File: src/rtl/display_scan_mux.sv
// Time-multiplexed 7-segment scan driver: per-frame image snapshot, one digit per slot,
// with dead-time, PWM brightness, leading-zero blanking and enable control. Outputs are registered.
module display_scan_mux #(
  parameter int DIGITS   = 4,
  parameter int DIV      = 50000,
  parameter int DEAD     = 2,
  parameter int BRIGHT_W = 4
) (
  input  logic                  i_clk,
  input  logic                  i_reset,
  input  logic                  i_en,
  input  logic [4*DIGITS-1:0]   i_in,
  input  logic [DIGITS-1:0]     i_dp_in,
  input  logic                  i_blank_lz,
  input  logic [BRIGHT_W-1:0]   i_bright,
  output logic [3:0]            o_out,
  output logic                  o_dp,
  output logic [DIGITS-1:0]     o_bit,
  output logic                  o_frame_start
);

  localparam int PW = (DIV > 1) ? $clog2(DIV) : 1;
  localparam int DW = (DIGITS > 1) ? $clog2(DIGITS) : 1;
  localparam logic [PW-1:0] P_LAST = PW'(DIV - 1);
  localparam logic [DW-1:0] D_LAST = DW'(DIGITS - 1);

  logic [PW-1:0]       r_p;
  logic [DW-1:0]       r_d;
  logic [BRIGHT_W-1:0] r_w;
  logic [4*DIGITS-1:0] r_img;
  logic [DIGITS-1:0]   r_img_dp;
  logic [3:0]          r_out;
  logic                r_dp;
  logic                r_lz;
  logic [DIGITS-1:0]   r_bit;
  logic                r_fs;

  logic                w_slot_start;
  logic                w_capture;
  logic [4*DIGITS-1:0] w_src;
  logic [DIGITS-1:0]   w_src_dp;
  logic [3:0]          w_nib;
  logic                w_dp_sel;
  logic                w_zero_prefix;
  logic                w_lz_new;
  logic                w_lz_cur;
  logic                w_duty;
  logic                w_past_dead;
  logic                w_lit;
  logic [DIGITS-1:0]   w_anode;

  generate
    if (DEAD == 0) begin : g_no_dead
      assign w_past_dead = 1'b1;
    end else begin : g_dead
      assign w_past_dead = (r_p >= PW'(DEAD));
    end
  endgenerate

  // Digit 0 reads the word being captured this edge so the whole frame comes from one snapshot.
  always_comb begin
    w_slot_start  = (r_p == '0);
    w_capture     = w_slot_start && (r_d == '0);
    w_src         = w_capture ? i_in : r_img;
    w_src_dp      = w_capture ? i_dp_in : r_img_dp;
    w_nib         = 4'h0;
    w_dp_sel      = 1'b0;
    w_zero_prefix = 1'b1;
    for (int k = 0; k < DIGITS; k++) begin
      if (int'(r_d) == k) begin
        w_nib    = w_src[4*(DIGITS-1-k) +: 4];
        w_dp_sel = w_src_dp[DIGITS-1-k];
      end
      if ((k <= int'(r_d)) && (w_src[4*(DIGITS-1-k) +: 4] != 4'h0)) begin
        w_zero_prefix = 1'b0;
      end
    end
    w_lz_new = i_blank_lz && w_zero_prefix && (r_d != D_LAST);
    // The registered mask is only valid after the slot-start edge; use the fresh value on p=0.
    w_lz_cur = w_slot_start ? w_lz_new : r_lz;
    w_duty   = (&i_bright) || (r_w < i_bright);
    w_lit    = w_past_dead && w_duty && !w_lz_cur;
    w_anode  = '1;
    for (int k = 0; k < DIGITS; k++) begin
      if (w_lit && (int'(r_d) == k)) begin
        w_anode[DIGITS-1-k] = 1'b0;
      end
    end
  end

  always_ff @(posedge i_clk or posedge i_reset) begin
    if (i_reset) begin
      r_p      <= '0;
      r_d      <= '0;
      r_w      <= '0;
      r_img    <= '0;
      r_img_dp <= '0;
      r_out    <= 4'h0;
      r_dp     <= 1'b0;
      r_lz     <= 1'b0;
      r_bit    <= '1;
      r_fs     <= 1'b0;
    end else if (!i_en) begin
      r_p   <= '0;
      r_d   <= '0;
      r_w   <= '0;
      r_bit <= '1;
      r_fs  <= 1'b0;
    end else begin
      if (r_p == P_LAST) begin
        r_p <= '0;
        r_d <= (r_d == D_LAST) ? '0 : r_d + DW'(1);
      end else begin
        r_p <= r_p + PW'(1);
      end
      r_w   <= r_w + BRIGHT_W'(1);
      r_bit <= w_anode;
      r_fs  <= w_capture;
      if (w_capture) begin
        r_img    <= i_in;
        r_img_dp <= i_dp_in;
      end
      if (w_slot_start) begin
        r_out <= w_nib;
        r_dp  <= w_dp_sel;
        r_lz  <= w_lz_new;
      end
    end
  end

  assign o_out         = r_out;
  assign o_dp          = r_dp;
  assign o_bit         = r_bit;
  assign o_frame_start = r_fs;

endmodule
File: config.mk
export PLATFORM = sky130hd
export DESIGN_NAME = display_scan_mux
export DESIGN_NICKNAME = d
export VERILOG_FILES = /design/src/rtl/display_scan_mux.sv
export SDC_FILE = /design/constraint.sdc
export NUM_CORES = 1
export LEC_CHECK = 0
export ABC_AREA = 1
export CORE_MARGIN = 2
export CORE_UTILIZATION = 40
export DETAILED_ROUTE_END_ITERATION = 16
export GPL_TIMING_DRIVEN = 1
export PLACE_DENSITY = 0.65
export SYNTH_ARGS = -nofsm -noshare
export SYNTH_HDL_FRONTEND = slang
export SYNTH_SLANG_ARGS = --single-unit
File: constraint.sdc
create_clock -name i_clk -period 3.1 [get_ports i_clk]
set_clock_uncertainty 0.15 [all_clocks]
set_input_delay 0.62 -clock i_clk [delete_from_list [all_inputs] [get_ports i_clk]]
set_output_delay 0.62 -clock i_clk [all_outputs]
set_load 0.05 [all_outputs]
==> results.json <==
{
  "post_cts_buffers": 0,
  "synth.distinct_cells": 27,
  "hold_viol": 0,
  "synthArstFlopShare_pct": 100,
  "grt_usage_pct": 17.7,
  "rsz0062_at_grt": "no",
  "drtIter0Drc": 199,
  "fp.dieArea_um2": 8050,
  "drt-wirelength-per-cell_um": 12.3,
  "syn_avg_cell_area_um2": 7.44,
  "layout_common_cells": "112 x nand2_1, 54 x inv_1, 49 x dfrtp_1",
  "crit_type": "flip-flop to flip-flop",
  "tns_ns": 0,
  "slew_violations": 0,
  "status": "complete, no violations",
  "wirelength_um": 6580,
  "core_area_um2": 7180,
  "overflow": 0,
  "cts_resized": 0,
  "place_worst_setup_slack_ns": 0.664,
  "start_util_pct": 41.0,
  "syn-num-nets": 434,
  "path_clk_slew_ns": 0.10,
  "fp.dieW_um": 89.7,
  "antenna_found_initial": 0,
  "netlist_instances": 395,
  "path_max_fanout": 28,
  "setup_slack_ns": 0.688,
  "vdd_ir_drop_max_mv": 0.163,
  "cp-start-kind": "flip-flop",
  "synthFlopType": "dfrtp_1",
  "cts-root-buf": "clkbuf_8",
  "tightest_slew_ns": 0.580,
  "gp_congestion": 0.874,
  "power_density_nw_per_um2": 482,
  "grt_max_degree": 32,
  "fin_cells": 536,
  "drcViolationCount": 0,
  "first_global_vias": 2575,
  "layout-drive-gt1-share_pct": 5.95,
  "power_mw": 1.70,
  "clk-insertion-delay-late_ns": 0.31,
  "fmax_mhz": 415,
  "relSlewSlack_pct": 61.3,
  "hpwl_um": 4820,
  "fillerInstances": 698,
  "cap_viol_max_count": 0,
  "worstHoldPathType": "flip-flop to flip-flop",
  "dp_cells": 528,
  "antennaDiodeCount": 0,
  "viasPerCell": 4.83,
  "yosysSeqAreaShare_pct": 45.3,
  "nets": 475,
  "cts_hold_buf": 0,
  "cts.sinks": 53,
  "h-tree-depth": 2,
  "area.growth.synth_to_final_pct": 19.8,
  "ant_nets": 0,
  "cts_buffer_depth": 2,
  "syn_area_um2": 2940,
  "numCtsBuffers": 5,
  "leakagePower_nw": 1.73,
  "synth-edff-count": 0,
  "top_level_ports": 38,
  "layout_commonest_cell": "nand2_1",
  "ys_ff_latch": 53,
  "die_h_um": 89.7,
  "fin_crit_ns": 2.41,
  "fin_crit_sh_pct": 77.8,
  "crit_required_ns": 3.18,
  "fin_util_pct": 49.1,
  "vias": 2590,
  "end_kind": "flip-flop",
  "grt_first_pass_wirelength_um": 11700,
  "num_rows": 31,
  "numPortBuffers": 37,
  "yosysWarnings": 0,
  "drtPass1Iterations": 4,
  "setup_violations": 0,
  "cp.arrival_ns": 2.49,
  "cts_tree": "built"
}
-- cell usage after synthesis (all sizes together) (4+ instances only) --
| cell | instances | area [um2] |
|---|---|---|
| a21oi | 11 | 55.1 |
| a31oi | 6 | 37.5 |
| buf | 8 | 51.3 |
| dfrtp | 49 | 1230 |
| dfstp | 4 | 105 |
| ha | 11 | 138 |
| inv | 55 | 206 |
| nand2 | 114 | 433 |
| nand3 | 14 | 80.1 |
| nand4 | 11 | 68.8 |
| nor2 | 52 | 215 |
| nor3 | 5 | 25.0 |
| o21ai | 43 | 215 |
-- path summary, 6_finish.rpt --
check | cells past startpoint | slack, ns | endpoint | startpoint
max in group asynchronous | 3 | 1.67 | o_bit[2]$_DFF_PP1_ | i_reset
min in group asynchronous | 2 | 0.50 | r_img[12]$_DFFE_PP0P_ | i_reset
setup / recovery | 11 | 0.69 | o_bit[2]$_DFF_PP1_ | r_p[0]$_DFF_PP0_
setup reg to reg | 11 | 0.69 | o_bit[2]$_DFF_PP1_ | r_p[0]$_DFF_PP0_
hold reg to reg | 2 | 0.34 | o_out[0]$_DFFE_PP0P_ | o_out[0]$_DFFE_PP0P_
hold / removal | 2 | 0.34 | o_out[0]$_DFFE_PP0P_ | o_out[0]$_DFFE_PP0P_
-- state kept, by name, summed over array words and instances, names as in the netlist --
signal / count
o_frame_start: 1
r_img: 16
r_lz: 1
o_bit: 4
r_d: 2
r_w: 4
r_p: 16
o_out: 4
r_img_dp: 4
o_dp: 1
-- metal layers --
metal	part of all wire, %	track usage (%)
met1	50	23.1
met5	0	0
met2	44	28.5
met4	1.9	7.18
met3	4.7	4.19
-- cells by family (layout without fill, tap and decap cells) --
family                   Yosys count  count (layout)  share of synthesized area (%)
AND/OR/NAND/NOR                  198             198                           28.4
AO/OA/AOI/OAI                     66              66                           12.0
buffers and inverters             65             107                           9.02
flip-flops                        53              53                           45.3
adder cells (fa/ha/maj)           11              11                           4.68
XOR/XNOR                           2               2                          0.596
-- worst max-delay path, cell delays in order (launching register included) --
cell,delay [ns]
dfrtp_1,0.42
inv_1,0.09
ha_1,0.15
nand2_1,0.09
nor2_4,0.13
nand3_2,0.47
o21ai_1,0.42
nor2_1,0.08
nand2_1,0.07
nand2_1,0.08
nand3_2,0.10
nand3_1,0.08
-- cell type report --
| class | count | area, um2 | share of cell area, % |
|---|---|---|---|
| Clock buffer | 7 | 76.3 | 2.17 |
| Timing Repair Buffer | 44 | 435 | 12.4 |
| Multi-Input combinational cell | 277 | 1340 | 38.1 |
| Inverter | 55 | 206 | 5.86 |
| Sequential cell | 53 | 1330 | 37.8 |
| Clock inverter | 1 | 5.00 | 0.142 |
| Tap cell | 99 | 124 | 3.52 |
-- through the flow --
stage	instance area (um2)	hold WS (ns)
final	3520	0.339
after CTS	3520	0.342
after global placement	3440	0.317
after detailed placement	3440	0.317
after floorplan	2940	0.300
after global routing	3520	0.352
-- power by group --
part / total [mW] / switching (mW) / internal, mW / leakage (nW)
Clock: 0.386 / 0.226 / 0.159 / 0.0422
Combinational: 0.483 / 0.303 / 0.180 / 1.02
Sequential: 0.829 / 0.0474 / 0.782 / 0.670
Total: 1.70 / 0.576 / 1.12 / 1.73
Power figures use the tool's default switching activity.
